## config.mk

```make
export PLATFORM = sky130hd
export DESIGN_NAME = cmi_packet_responder
export DESIGN_NICKNAME = d
export VERILOG_FILES = /design/src/rtl/cmi_packet_responder.sv
export SDC_FILE = /design/constraint.sdc
export NUM_CORES = 1
export LEC_CHECK = 0
export ABC_CLOCK_PERIOD_IN_PS = 5390
export BUFFER_PORTS_ARGS = -buffer_cell sky130_fd_sc_hd__buf_2
export CORE_ASPECT_RATIO = 1.5
export CORE_MARGIN = 2
export CORE_UTILIZATION = 55
export DETAILED_ROUTE_END_ITERATION = 8
export PLACE_DENSITY = 0.77
export SLEW_MARGIN = 0
export SYNTH_ARGS = -nofsm -noshare
export SYNTH_HDL_FRONTEND = slang
export SYNTH_SLANG_ARGS = --single-unit
```

## constraint.sdc

```tcl
create_clock -name clk -period 5.39 [get_ports clk]
set_input_delay 0.8085 -clock clk [delete_from_list [all_inputs] [get_ports clk]]
set_output_delay 0.8085 -clock clk [all_outputs]
set_load 0.01 [all_outputs]
```

## src/rtl/cmi_packet_responder.sv

```systemverilog
// CMI far-end responder: parses 11-byte CMI frames from the UART receiver and answers each one with a reply frame.
// Optional macro CMI_RESPONDER_TIMEOUT_EN compiles in the inter-byte timeout that abandons stalled frames.
module cmi_packet_responder #(
    parameter logic [7:0]  SYNC_BYTE    = 8'hA5,
    parameter logic [1:0]  REPLY_TYPE   = 2'b01,
    parameter int unsigned TIMEOUT_CLKS = 2000
) (
    input  logic        clk,
    input  logic        rst_n,
    input  logic [7:0]  rx_data,
    input  logic        rx_ena,
    input  logic        tx_busy,
    output logic [7:0]  tx_data,
    output logic        tx_enable,
    input  logic [15:0] cmi_self0,
    input  logic [15:0] cmi_self1,
    input  logic [15:0] cmi_self2,
    input  logic [15:0] cmi_self3,
    output logic [7:0]  cmi_head,
    output logic [15:0] cmi_data0,
    output logic [15:0] cmi_data1,
    output logic [15:0] cmi_data2,
    output logic [15:0] cmi_data3,
    output logic        cmi_rdy,
    output logic        cmi_fault,
    output logic        cmi_overrun
);

    typedef enum logic [1:0] {R_IDLE, R_HEAD, R_DATA, R_CSUM} rx_state_t;
    typedef enum logic [1:0] {T_IDLE, T_LOAD, T_SEND, T_GAP} tx_state_t;

    rx_state_t   rx_state_q;
    logic [7:0]  head_sh_q;
    logic [15:0] data_sh_q [4];
    logic [7:0]  xor_q;
    logic [2:0]  idx_q;
    logic [7:0]  head_q;
    logic [15:0] data_q [4];
    logic        rdy_q;
    logic        fault_q;
    logic        timeout_hit;

    tx_state_t   tx_state_q;
    logic [15:0] snap_q [4];
    logic [7:0]  snap_head_q;
    logic [7:0]  csum_q;
    logic [3:0]  byte_idx_q;
    logic [7:0]  tx_last_q;
    logic [15:0] self_w [4];
    logic [15:0] fold_w;
    logic [7:0]  csum_d;
    logic [2:0]  byte_rel;
    logic [15:0] pick_w;
    logic [7:0]  cur_byte;

    assign self_w[0] = cmi_self0;
    assign self_w[1] = cmi_self1;
    assign self_w[2] = cmi_self2;
    assign self_w[3] = cmi_self3;

`ifdef CMI_RESPONDER_TIMEOUT_EN
    logic [15:0] idle_cnt_q;

    // Only counts while a frame is open; any received byte restarts the wait.
    assign timeout_hit = (rx_state_q != R_IDLE) && !rx_ena &&
                         (idle_cnt_q == 16'(TIMEOUT_CLKS - 1));

    always_ff @(posedge clk or negedge rst_n) begin
        if (!rst_n) begin
            idle_cnt_q <= 16'd0;
        end else if (rx_state_q == R_IDLE || rx_ena || timeout_hit) begin
            idle_cnt_q <= 16'd0;
        end else begin
            idle_cnt_q <= idle_cnt_q + 16'd1;
        end
    end
`else
    logic timeout_unused;

    assign timeout_hit    = 1'b0;
    assign timeout_unused = (TIMEOUT_CLKS != 0);
`endif

    always_ff @(posedge clk or negedge rst_n) begin
        if (!rst_n) begin
            rx_state_q <= R_IDLE;
            head_sh_q  <= 8'd0;
            xor_q      <= 8'd0;
            idx_q      <= 3'd0;
            head_q     <= 8'd0;
            rdy_q      <= 1'b0;
            fault_q    <= 1'b0;
            for (int i = 0; i < 4; i++) begin
                data_sh_q[i] <= 16'd0;
                data_q[i]    <= 16'd0;
            end
        end else begin
            rdy_q   <= 1'b0;
            fault_q <= 1'b0;
            if (timeout_hit) begin
                rx_state_q <= R_IDLE;
                fault_q    <= 1'b1;
            end else if (rx_ena) begin
                case (rx_state_q)
                    R_IDLE: begin
                        if (rx_data == SYNC_BYTE) begin
                            rx_state_q <= R_HEAD;
                        end
                    end
                    R_HEAD: begin
                        head_sh_q  <= rx_data;
                        xor_q      <= rx_data;
                        idx_q      <= 3'd0;
                        rx_state_q <= R_DATA;
                    end
                    R_DATA: begin
                        // Even index is the high byte of word idx/2.
                        if (!idx_q[0]) begin
                            data_sh_q[idx_q[2:1]][15:8] <= rx_data;
                        end else begin
                            data_sh_q[idx_q[2:1]][7:0] <= rx_data;
                        end
                        xor_q <= xor_q ^ rx_data;
                        idx_q <= idx_q + 3'd1;
                        if (idx_q == 3'd7) begin
                            rx_state_q <= R_CSUM;
                        end
                    end
                    R_CSUM: begin
                        if (rx_data == xor_q) begin
                            head_q <= head_sh_q;
                            for (int i = 0; i < 4; i++) begin
                                data_q[i] <= data_sh_q[i];
                            end
                            rdy_q <= 1'b1;
                        end else begin
                            fault_q <= 1'b1;
                        end
                        rx_state_q <= R_IDLE;
                    end
                    default: rx_state_q <= R_IDLE;
                endcase
            end
        end
    end

    assign cmi_head    = head_q;
    assign cmi_data0   = data_q[0];
    assign cmi_data1   = data_q[1];
    assign cmi_data2   = data_q[2];
    assign cmi_data3   = data_q[3];
    assign cmi_rdy     = rdy_q;
    assign cmi_fault   = fault_q;
    assign cmi_overrun = rdy_q && (tx_state_q != T_IDLE);

    always_comb begin
        fold_w = snap_q[0] ^ snap_q[1] ^ snap_q[2] ^ snap_q[3];
        csum_d = snap_head_q ^ fold_w[15:8] ^ fold_w[7:0];
    end

    // Reply byte selection: 0 sync, 1 header, 2..9 payload high-first, 10 checksum.
    always_comb begin
        byte_rel = 3'(byte_idx_q - 4'd2);
        pick_w   = snap_q[byte_rel[2:1]];
        cur_byte = csum_q;
        if (byte_idx_q == 4'd0) begin
            cur_byte = SYNC_BYTE;
        end else if (byte_idx_q == 4'd1) begin
            cur_byte = snap_head_q;
        end else if (byte_idx_q <= 4'd9) begin
            cur_byte = byte_rel[0] ? pick_w[7:0] : pick_w[15:8];
        end
    end

    // The strobe reacts to tx_busy in the same cycle so the first byte can leave two clocks after cmi_rdy.
    assign tx_enable = (tx_state_q == T_SEND) && !tx_busy;
    assign tx_data   = tx_enable ? cur_byte : tx_last_q;

    always_ff @(posedge clk or negedge rst_n) begin
        if (!rst_n) begin
            tx_state_q  <= T_IDLE;
            snap_head_q <= 8'd0;
            csum_q      <= 8'd0;
            byte_idx_q  <= 4'd0;
            tx_last_q   <= 8'd0;
            for (int i = 0; i < 4; i++) begin
                snap_q[i] <= 16'd0;
            end
        end else begin
            case (tx_state_q)
                T_IDLE: begin
                    if (rdy_q) begin
                        for (int i = 0; i < 4; i++) begin
                            snap_q[i] <= self_w[i];
                        end
                        snap_head_q <= {head_q[7:2], REPLY_TYPE};
                        byte_idx_q  <= 4'd0;
                        tx_state_q  <= T_LOAD;
                    end
                end
                T_LOAD: begin
                    csum_q     <= csum_d;
                    tx_state_q <= T_SEND;
                end
                T_SEND: begin
                    if (!tx_busy) begin
                        tx_last_q <= cur_byte;
                        if (byte_idx_q == 4'd10) begin
                            tx_state_q <= T_IDLE;
                        end else begin
                            byte_idx_q <= byte_idx_q + 4'd1;
                            tx_state_q <= T_GAP;
                        end
                    end
                end
                T_GAP: begin
                    tx_state_q <= T_SEND;
                end
                default: tx_state_q <= T_IDLE;
            endcase
        end
    end

endmodule

```

[Word level (Yosys, flattened, before mapping)]
Cells that the tools add are included.
Operators by class
  $add $sub $neg: 3
  order comparisons: 4
  equal/unequal tests: 16
  muxes and demuxes: 34
  bitwise logic cells: 9
  reduce and logical (&&, ||, !) cells: 20
Operators with widths (number)
  64-bit bitwise mux: 2
  16-bit demux with 2-bit select: 2
  64-bit two-way mux: 1
  16-bit two-way mux: 3
  8-bit two-way mux: 6
  16-bit XOR: 3
  16-bit binary-select mux with 2-bit select: 1
  8-bit XOR: 3
  8-bit case mux with 2 select lines: 1
  4-bit two-way mux: 3
  2-bit AND reduction: 6
  2-bit two-way mux: 5
  2-bit != test, second input constant: 5
  2-bit equality test, second input constant: 4
  8-bit equality test: 1
  8-bit equality test, second input constant: 1
  2-bit case mux with 4 select lines: 1
  4-bit case mux with 2 select lines: 1
  3-bit >= comparator, second input constant: 2
  1-bit two-way mux: 6
  2-bit NOT with 3-bit output: 2
  2-bit case mux with 3 select lines: 1
  3-bit case mux with 2 select lines: 1
  3-bit AND reduction: 2
  17 further kinds: 23
Storage, ports and cells
  bits in registers: 252
  input port bits: 76
  output and inout bits: 84
  logic and storage cells: 110

[Longest topological paths before layout]
Gate-level depths: netlist (run 1).
  depth after elaboration: 10
  mapped depth: 7
  depth with buffers taken out: 6

[Worst setup path after synthesis (run 1)]
OpenSTA, ideal clock, no wires.
  kind: reg2out
  start: reg byte_idx_q[1]
  end: out tx_data[1]
  arrival: 1936 ps
  data required time: 4582 ps
  setup slack: 2645 ps
  stages on the path, launching flop included: 8
  path buffers: 1
  cells stage by stage: dfrtp_1 clkbuf_1 inv_1 ha_1 o21bai_1 nand2_1 mux2i_1 o21ai_0
On the way
  cells in the longest elaborated chain, start to end: 10
  elaborated cells on any way between the ends: 13
  classes of those cells: add/sub (1); order compare (1); eq/ne (1); mux (8); bitwise (1); reduce/logical (1)
Ends and longest elaborated chain
  from (decl): line 47  | logic [3:0] byte_idx_q;
  from (signal assigned): line 211  | byte_idx_q <= byte_idx_q + 4'd1;
  3-bit by 2-bit subtractor with 3-bit output: line 163  | byte_rel = 3'(byte_idx_q - 4'd2);
  2-bit NOT with 3-bit output (not written as such): line 164  | pick_w = snap_q[byte_rel[2:1]];
  16-bit binary-select mux with 2-bit select: line 164
  16-bit two-way mux (not written as such) (2 in a row): line 164
  8-bit two-way mux: line 171  | cur_byte = byte_rel[0] ? pick_w[7:0] : pick_w[15:8];
  8-bit two-way mux: line 170  | end else if (byte_idx_q <= 4'd9) begin
  8-bit two-way mux: line 168  | end else if (byte_idx_q == 4'd1) begin
  8-bit two-way mux *: line 166  | if (byte_idx_q == 4'd0) begin
  8-bit two-way mux *: line 177  | assign tx_data = tx_enable ? cur_byte : tx_last_q;
  to (decl): line 13  | output logic [7:0] tx_data,
Mark *: on every way between the ends. The rest lies on a longest branch, timed or not. The select of a mux whose other input is x is not followed.

[Final worst setup path (run 1)]
  start: reg byte_idx_q[1]
  end: out tx_data[2]
Same word-level chain as after synthesis.

==> impl_metrics.py, run 1 <==
metrics = {
    "run_status": {
        "status": "finished clean",
    },
    "die": {
        "fp.dieH_um": 177,
        "top_level_ports": 160,
        "fp-row-count": 63,
        "dieArea_mm2": 0.0212,
        "start_util": 0.558,
        "coreArea_mm2": 0.0197,
        "die_x_um": 120,
    },
    "worst_setup_path": {
        "required_ns": 4.58,
        "critPathArrivalTime_ns": 3.26,
        "crit_path_cell_trace": "ha_1 -> buf_4 -> mux2i_1 -> a22oi_1 -> a31oi_1 -> a21oi_1 -> buf_2",
        "critPathMaxStageDelay_ns": 0.94,
        "critPathLaunchType": "flop",
        "cp_slowest_cell": "ha_1",
        "criticalPathCategory": "reg -> out",
        "worstPathMaxFanout": 18,
        "endpoint_kind": "output pin",
    },
    "clocking": {
        "cts_buffers": 25,
        "htreeDepth": 1,
        "ctsLongestPathBuffers": 3,
        "cts_resized": 0,
        "cts_hold_buf": 0,
        "cts_tree": "done",
        "clk_latency_ns": 0.53,
        "numClockSinks": 252,
        "post-cts-setup-buffers": 0,
        "clock-root-buffer": "clkbuf_16",
        "cts.reportedPaths.clkPinSlew_ns": 0.06,
    },
    "drt": {
        "via_count": 6861,
        "wirelength_mm": 23.8,
        "viasPerCell": 5.65,
        "drt_iter0_drc": 369,
        "drt-wirelength-per-cell_um": 19.6,
        "drtPass1Iterations": 4,
        "ant_nets": 0,
        "route.detailed.drc": 0,
    },
    "global_routing": {
        "grt_pass1_vias": 7176,
        "grt_max_degree": 131,
        "track_usage": 0.228,
        "antenna_found_initial": 0,
        "grt_overflow_total": 0,
        "grt_first_pass_wirelength_mm": 38.4,
    },
    "placed_design": {
        "place.gp.congestion": 0.827,
        "hpwl_mm": 16.2,
        "place_ws_ns": 1.83,
        "io_buffers": 159,
        "dp_cells": 1170,
    },
    "power_and_ir_drop": {
        "p_leak_nw": 6.67,
        "finalPower_mw": 5.07,
        "ir_drop_v": 0.000377,
        "power_density_mw_per_mm2": 395,
    },
    "synth": {
        "netlist_top_cells_count": "dfrtp_1, mux2_2, xnor2_1",
        "synth_async_sr_flop_share": 1.00,
        "yosys.area.top_type_share": 0.573,
        "syn_avg_cell_area_um2": 14.1,
        "synth_top_area_cell": "dfrtp_1",
        "synth_seq_area_share": 0.573,
        "synth-seq-cells": 252,
        "synth_edf_count": 0,
        "syn_area_mm2": 0.0110,
        "yosysMostFrequentCell": "dfrtp_1",
        "synthCells": 783,
        "yosys-top-cells-area": "dfrtp_1, mux2_2, xnor2_1, mux2i_1, ha_1",
        "yosysWarningCount": 0,
        "ys.flop_type": "dfrtp_1",
        "synth_cell_types": 43,
        "synthesis.nets": 872,
    },
    "timing": {
        "period_share": 0.756,
        "drv_slew": 0,
        "final_hold_viol_count": 0,
        "holdWs_ns": 0.395,
        "min_period_ns": 4.07,
        "maxSlewHeadroom": 0.340,
        "clock_skew_ns": 0.0165,
        "tns_ns": 0,
        "max_freq_mhz": 246,
        "worstMarginPinSlew_ns": 0.990,
        "setup_viol": 0,
        "rsz0062_at_grt": "no",
        "layout_setup_ws_ns": 1.32,
    },
    "layout": {
        "final_layout_size_suffix_gt1_frac": 0.452,
        "diodes": 0,
        "nets": 1026,
        "area.growth.synth_to_final_pct": 16.8,
        "stdcell_count": 1215,
    },
    "run": {
        "max_cap_violations": 0,
    },
    "min_path": {
        "hp-class": "in -> async",
    },
}
## layout by cell type, fill, tap and decap left out, types with 8 or more instances in the layout
cell,Yosys,layout
mux2i_1,29,29
dfrtp_1,252,252
nor2_1,20,20
xnor2_1,44,44
nand2_1,30,30
a311oi_1,8,8
a22oi_1,14,14
xor2_1,14,14
ha_1,13,13
a21oi_1,13,13
mux2_2,214,214
clkbuf_16,0,25
clkinv_2,0,8
o21ai_0,17,17
and3_1,8,8
inv_1,9,9
buf_2,19,158
## power by group
part | switching (mW) | internal, mW
registers | 0.179 | 2.13
logic | 0.560 | 0.484
clock network | 0.727 | 0.991
## per-stage QoR
stage / utilization / area, um2
2_1_floorplan: - / 11000
3_5_place_dp: 0.611 / 12000
4_1_cts: 0.653 / 12900
3_3_place_gp: 0.611 / 12000
5_1_grt: 0.653 / 12900
6_report: 0.653 / 12900
## worst max-delay path, delay by kind of cell, from the launching register on
family	cells	cell delay (ns)
compound gates	3	0.58
fa+ha+maj	1	0.94
buf+inv	2	0.57
flops	1	0.50
mux	1	0.12
## cell families after synthesis
group / after synthesis / share of synthesized area
flip-flops: 252 / 0.573
adder cells (fa/ha/maj): 13 / 0.0148
AO/OA/AOI/OAI: 72 / 0.0433
buffers and inverters: 49 / 0.0193
AND/OR/NAND/NOR: 87 / 0.0397
multiplexers: 245 / 0.249
XOR/XNOR: 65 / 0.0605
## metal layers
layer / up-vias / GRT usage / share of wire
met3: 47 / 0.0380 / 0.057
met1: 3497 / 0.277 / 0.39
li1: 3099 / - / -
met4: 0 / 0.0716 / 0.025
met2: 218 / 0.415 / 0.52
met5: - / 0 / 0
## registers in the layout, summed over array words and instances, names as in the netlist, 16 cells and up
| signal | count |
|---|---|
| data_sh_q | 64 |
| snap_q | 64 |
| cmi_data2 | 16 |
| cmi_data1 | 16 |
| cmi_data3 | 16 |
| cmi_data0 | 16 |
## cell type report
type	count	area [um2]
repair buffers	165	863
multi-input cells	482	4500
clock inverters	16	149
inverters	11	46.3
clock buffers	29	671
fillers	1473	6850
well taps	260	325
flip-flops and latches	252	6310
## path summary, 6_finish.rpt
| kind | cells after the start | end | from | slack, ns |
|---|---|---|---|---|
| min | 1 | snap_q[44]$_DFFE_PN0P_ | rst_n | 0.40 |
| min in group clk | 2 | csum_q[7]$_DFFE_PN0P_ | csum_q[7]$_DFFE_PN0P_ | 0.48 |
| max in group asynchronous | 2 | cmi_rdy$_DFF_PN0_ | rst_n | 3.81 |
| min reg2reg | 2 | csum_q[7]$_DFFE_PN0P_ | csum_q[7]$_DFFE_PN0P_ | 0.48 |
| max reg2reg | 6 | tx_last_q[4]$_DFFE_PN0P_ | byte_idx_q[1]$_DFFE_PN0P_ | 2.66 |
| max | 7 | tx_data[2] | byte_idx_q[1]$_DFFE_PN0P_ | 1.32 |
No activity file was read; power rests on OpenSTA's default activity.
==> run 2: changes to the inputs <==
- ABC_CLOCK_PERIOD_IN_PS: 5390 -> 4250
- clock period: 5.39 -> 4.25 ns (I/O delays scaled with it)
==> run 2 against run 1 <==
Against the previous run: sequential share of layout area shrank 0.30 points; setup slack lost 0.71 ns; non-clock buffer count grew 2; register-to-register slack lost 0.88 ns; global-route usage shrank 0.16 points; clock skew shrank 0.0075 ns; die area is the same; sequential cell count is the same; clock power grew 32%; combinational power grew 27%; wire length shrank 2.0%; worst hold slack lost 0.28 ns; largest power group unchanged.
==> impl_metrics.py, run 2 (synthesized netlist as in run 1, its figures left out) <==
metrics = {
    "drt": {
        "ant_nets": 0,
        "route.detailed.drc": 0,
        "viasPerCell": 5.58,
        "wirelength_mm": 23.3,
        "drt-wirelength-per-cell_um": 19.2,
        "drtPass1Iterations": 4,
        "via_count": 6781,
        "drt_iter0_drc": 355,
    },
    "layout": {
        "ff_latch_area_mm2": 0.00631,
        "largestRegisters": "data_sh_q: 64 flops, snap_q: 64 flops",
        "area.growth.synth_to_final_pct": 17.6,
        "num-fill-cells": 1485,
        "fin_area_mm2": 0.0129,
        "nets": 1028,
        "final_layout_size_suffix_gt1_frac": 0.450,
        "final_cell_mix": "dfrtp_1, mux2_2, buf_2",
        "final_common_cell": "dfrtp_1",
        "diodes": 0,
        "multi_input_area_mm2": 0.00450,
    },
    "die": {
        "top_level_ports": 160,
        "dieArea_mm2": 0.0212,
        "die_x_um": 120,
        "fp.dieH_um": 177,
        "fp-row-count": 63,
        "start_util": 0.558,
        "coreArea_mm2": 0.0197,
    },
    "worst_setup_path": {
        "critPathBufInv": 2,
        "critPathMaxStageDelay_ns": 0.58,
        "crit_path_cell_trace": "ha_1 -> buf_4 -> mux2i_1 -> a22oi_1 -> a31oi_1 -> a21oi_1 -> buf_2",
        "criticalPathCategory": "reg -> out",
        "rrSetupSlack_ns": 1.78,
        "critPathArrivalTime_ns": 3.00,
        "endpoint_kind": "output pin",
        "r2r_start": "byte_idx_q[1]$_DFFE_PN0P_",
        "cp_slowest_cell": "ha_1",
        "worstPathMaxFanout": 24,
        "reg2reg_depth": 6,
        "required_ns": 3.61,
        "crit_family": "buffers and inverters",
        "r2r-end": "tx_last_q[2]$_DFFE_PN0P_",
        "critPathLaunchType": "flop",
    },
    "timing": {
        "layout_setup_ws_ns": 0.610,
        "holdWs_ns": 0.111,
        "setup_viol": 0,
        "rsz0062_at_grt": "no",
        "max_freq_mhz": 275,
        "final_hold_viol_count": 0,
        "tns_ns": 0,
        "period_share": 0.857,
        "clock_skew_ns": 0.00900,
        "min_period_ns": 3.64,
        "maxSlewHeadroom": 0.326,
        "worstMarginPinSlew_ns": 1.01,
        "drv_slew": 0,
    },
    "clocking": {
        "numClockSinks": 252,
        "cts_buffers": 25,
        "htreeDepth": 1,
        "cts_resized": 0,
        "ctsLongestPathBuffers": 3,
        "post-cts-setup-buffers": 0,
        "clock-root-buffer": "clkbuf_16",
        "cts_hold_buf": 0,
        "cts_tree": "done",
        "cts.reportedPaths.clkPinSlew_ns": 0.06,
        "clk_latency_ns": 0.51,
    },
    "min_path": {
        "hp-class": "in -> async",
    },
    "power_and_ir_drop": {
        "ir_drop_v": 0.000431,
        "swShare": 0.278,
        "power.switching_mw": 1.81,
        "seq_power_share": 0.449,
        "finalPower_mw": 6.51,
        "power_density_mw_per_mm2": 503,
        "p_leak_nw": 6.70,
        "p_comb_frac": 0.202,
        "pwr-share-clk": 0.349,
        "internal_power_mw": 4.70,
    },
    "global_routing": {
        "antenna_found_initial": 0,
        "grt_first_pass_wirelength_mm": 38.2,
        "grt_overflow_total": 0,
        "track_usage": 0.227,
        "grt_max_degree": 90,
        "grt_pass1_vias": 7302,
    },
    "placed_design": {
        "place_ws_ns": 1.17,
        "io_buffers": 159,
        "place.gp.congestion": 0.832,
        "postPlaceCellArea_mm2": 0.0121,
        "hpwl_mm": 16.3,
    },
    "run_status": {
        "status": "finished clean",
    },
    "run": {
        "max_cap_violations": 0,
    },
}
## run 2: cell count changes in the layout (fill, tap and decap cells not counted), sizes merged
cell	delta
clkinvlp	-2
clkbuf	+7
inv	-1
bufinv	+1
buf	+2
clkinv	-7
## run 2: per-stage QoR
| stage | instances | util |
|---|---|---|
| after floorplan | 783 | - |
| after CTS | 1215 | 0.657 |
| after detailed placement | 1172 | 0.613 |
| final | 1215 | 0.657 |
| after global placement | 1172 | 0.613 |
| after global routing | 1215 | 0.657 |
## run 2: worst register-to-register path: cells and delay by family, from the launching register on
family | cells | cell delay, ns
flip-flops | 1 | 0.50
AO/OA/AOI/OAI | 3 | 0.53
adder cells (fa/ha/maj) | 1 | 0.58
buffers and inverters | 1 | 0.44
multiplexers | 1 | 0.28
## run 2: how the worst max path moves through the flow
stage	to	start	slack, ns	cells after the start
2_1_floorplan	tx_data[1]	byte_idx_q[1]$_DFFE_PN0P_	1.68	7
3_3_place_gp	tx_data[4]	byte_idx_q[1]$_DFFE_PN0P_	1.25	7
3_5_place_dp	tx_data[4]	byte_idx_q[1]$_DFFE_PN0P_	1.17	7
4_1_cts	tx_data[4]	byte_idx_q[1]$_DFFE_PN0P_	0.61	7
5_1_grt	tx_data[2]	byte_idx_q[1]$_DFFE_PN0P_	0.41	7
6_report	tx_data[2]	byte_idx_q[1]$_DFFE_PN0P_	0.61	7
## run 2: power by group through the flow
stage	sequential, mW	clock (mW)	combinational (mW)
2_1_floorplan	2.90	0	0.955
3_3_place_gp	2.95	0	1.27
3_5_place_dp	2.97	0	1.31
4_1_cts	2.92	2.33	1.32
5_1_grt	2.97	2.43	1.45
6_report	2.92	2.27	1.32
## run 2: per-layer routing
metal  wire length (um)  track usage  vias up  part of all wire
met5                  0            0        -                 0
met3               1190       0.0364       42             0.051
met1               9260        0.279     3459              0.40
met2              12400        0.413      180              0.53
met4                496       0.0613        0             0.021
li1                   -            -     3100                 -
## run 2: cell type report
cell class                 instances  area share
inverter                          11     0.00358
timing repair buffer             167      0.0698
clock buffer                      36      0.0577
tap                              260      0.0251
clock inverter                     7     0.00870
multi-input combinational        482       0.348
sequential                       252       0.487
==> run 3: changes to the inputs <==
- CORE_UTILIZATION: 55 -> 50
- PLACE_DENSITY: 0.77 -> 0.71
==> run 3 against run 2 <==
Against the previous run: clock power down 7%; worst hold slack gained 0.031 ns; non-clock buffer count up 2; power down 2.3%; critical path type unchanged; via count fell by 1.3%; sequential share of layout area is 0.20 points higher; clock-buffer cell count decreased by 2; sequential cell count unchanged; fmax increased by 0.25%.
==> impl_metrics.py, run 3 (synthesized netlist as in run 1, its figures left out) <==
metrics = {
    "run_status": {
        "status": "finished clean",
    },
    "worst_setup_path": {
        "reg2reg_depth": 6,
        "critPathLaunchType": "flop",
        "worstPathMaxFanout": 26,
        "r2r_start": "byte_idx_q[1]$_DFFE_PN0P_",
        "critPathArrivalTime_ns": 2.99,
        "rrSetupSlack_ns": 1.80,
        "endpoint_kind": "output pin",
        "critPathMaxStageDelay_ns": 0.51,
        "required_ns": 3.61,
        "cp_slowest_cell": "dfrtp_1",
        "crit_path_end": "tx_data[1]",
        "criticalPathCategory": "reg -> out",
        "r2r-end": "tx_last_q[1]$_DFFE_PN0P_",
        "cp-startpoint": "byte_idx_q[1]$_DFFE_PN0P_",
        "crit_cells": 7,
        "critPathBufInv": 2,
        "crit_path_cell_trace": "ha_1 -> buf_4 -> mux4_2 -> mux2_2 -> mux2i_1 -> o21ai_0 -> buf_2",
        "crit_family": "multiplexers",
    },
    "drt": {
        "drt_iter0_drc": 313,
        "route.detailed.drc": 0,
        "drt-wirelength-per-cell_um": 19.0,
        "ant_nets": 0,
        "wirelength_mm": 23.4,
        "drtPass1Iterations": 4,
        "via_count": 6694,
        "viasPerCell": 5.44,
    },
    "placed_design": {
        "postPlaceCellArea_mm2": 0.0121,
        "hpwl_mm": 16.0,
        "place.gp.congestion": 0.793,
        "dp_cells": 1186,
        "place_ws_ns": 1.16,
        "io_buffers": 159,
    },
    "die": {
        "coreArea_mm2": 0.0216,
        "dieArea_mm2": 0.0232,
        "fp-row-count": 66,
        "die_x_um": 125,
        "start_util": 0.509,
        "top_level_ports": 160,
        "fp.dieH_um": 186,
    },
    "layout": {
        "multi_input_area_mm2": 0.00450,
        "fin_area_mm2": 0.0129,
        "diodes": 0,
        "final_layout_size_suffix_gt1_frac": 0.451,
        "final_common_cell": "dfrtp_1",
        "final_cell_mix": "dfrtp_1, mux2_2, buf_2",
        "ff_latch_area_mm2": 0.00631,
        "largestRegisters": "data_sh_q: 64 flops, snap_q: 64 flops",
        "final_util": 0.596,
        "num-fill-cells": 1750,
        "nets": 1031,
        "area.growth.synth_to_final_pct": 17.1,
        "stdcell_count": 1230,
    },
    "global_routing": {
        "antenna_found_initial": 0,
        "grt_overflow_total": 0,
        "grt_max_degree": 109,
        "track_usage": 0.205,
        "grt_first_pass_wirelength_mm": 38.1,
        "grt_pass1_vias": 6931,
    },
    "clocking": {
        "cts_hold_buf": 0,
        "ctsLongestPathBuffers": 3,
        "cts_buffers": 26,
        "cts.reportedPaths.clkPinSlew_ns": 0.06,
        "numClockSinks": 252,
        "htreeDepth": 1,
        "clock-root-buffer": "clkbuf_16",
        "clk_latency_ns": 0.52,
        "cts_tree": "done",
        "cts_resized": 0,
        "post-cts-setup-buffers": 0,
    },
    "timing": {
        "max_freq_mhz": 275,
        "tns_ns": 0,
        "maxSlewHeadroom": 0.420,
        "worstMarginPinSlew_ns": 0.866,
        "final_hold_viol_count": 0,
        "clock_skew_ns": 0.0125,
        "holdWs_ns": 0.142,
        "setup_viol": 0,
        "drv_slew": 0,
        "min_period_ns": 3.63,
        "layout_setup_ws_ns": 0.619,
        "rsz0062_at_grt": "no",
        "period_share": 0.854,
    },
    "power_and_ir_drop": {
        "p_leak_nw": 6.68,
        "ir_drop_v": 0.000319,
        "finalPower_mw": 6.36,
        "power_density_mw_per_mm2": 494,
    },
    "run": {
        "max_cap_violations": 0,
    },
    "min_path": {
        "hp-class": "in -> async",
    },
}
## run 3: how the worst min path moves through the flow
stage                          startpoint                        end  slack, ns  depth (start not counted)
finish                              rst_n     snap_q[59]$_DFFE_PN0P_       0.14                          1
global route                        rst_n     snap_q[59]$_DFFE_PN0P_       0.22                          1
CTS                                 rst_n     snap_q[59]$_DFFE_PN0P_       0.19                          1
detailed placement  csum_q[5]$_DFFE_PN0P_      csum_q[5]$_DFFE_PN0P_       0.47                          2
global placement    csum_q[5]$_DFFE_PN0P_      csum_q[5]$_DFFE_PN0P_       0.46                          2
floorplan                           rst_n  byte_idx_q[0]$_DFFE_PN0P_       0.34                          0
## run 3: routing by layer
metal,vias up,global-route usage,wire (um)
li1,3105,-,-
met3,44,0.0411,1350
met1,3370,0.254,9290
met4,0,0.0662,725
met5,-,0,0
met2,175,0.360,12100
## run 3: power by group
group	switching (mW)	internal [mW]	total, mW
logic	0.721	0.610	1.33
clock network	0.907	1.21	2.11
registers	0.211	2.70	2.92
total	1.84	4.52	6.36
## run 3: area by class of cell
class | count | share of cell area
multi-input cells | 482 | 0.349
well taps | 272 | 0.0264
repair buffers | 169 | 0.0703
clock buffers | 34 | 0.0568
inverters | 11 | 0.00359
flip-flops and latches | 252 | 0.489
clock inverters | 10 | 0.00437
## run 3: worst reg2reg max path, cell delays in order, from the launching register on
cell	delay, ns
dfrtp_1	0.51
ha_1	0.48
buf_4	0.43
mux4_2	0.37
mux2_2	0.28
mux2i_1	0.13
o21ai_0	0.11
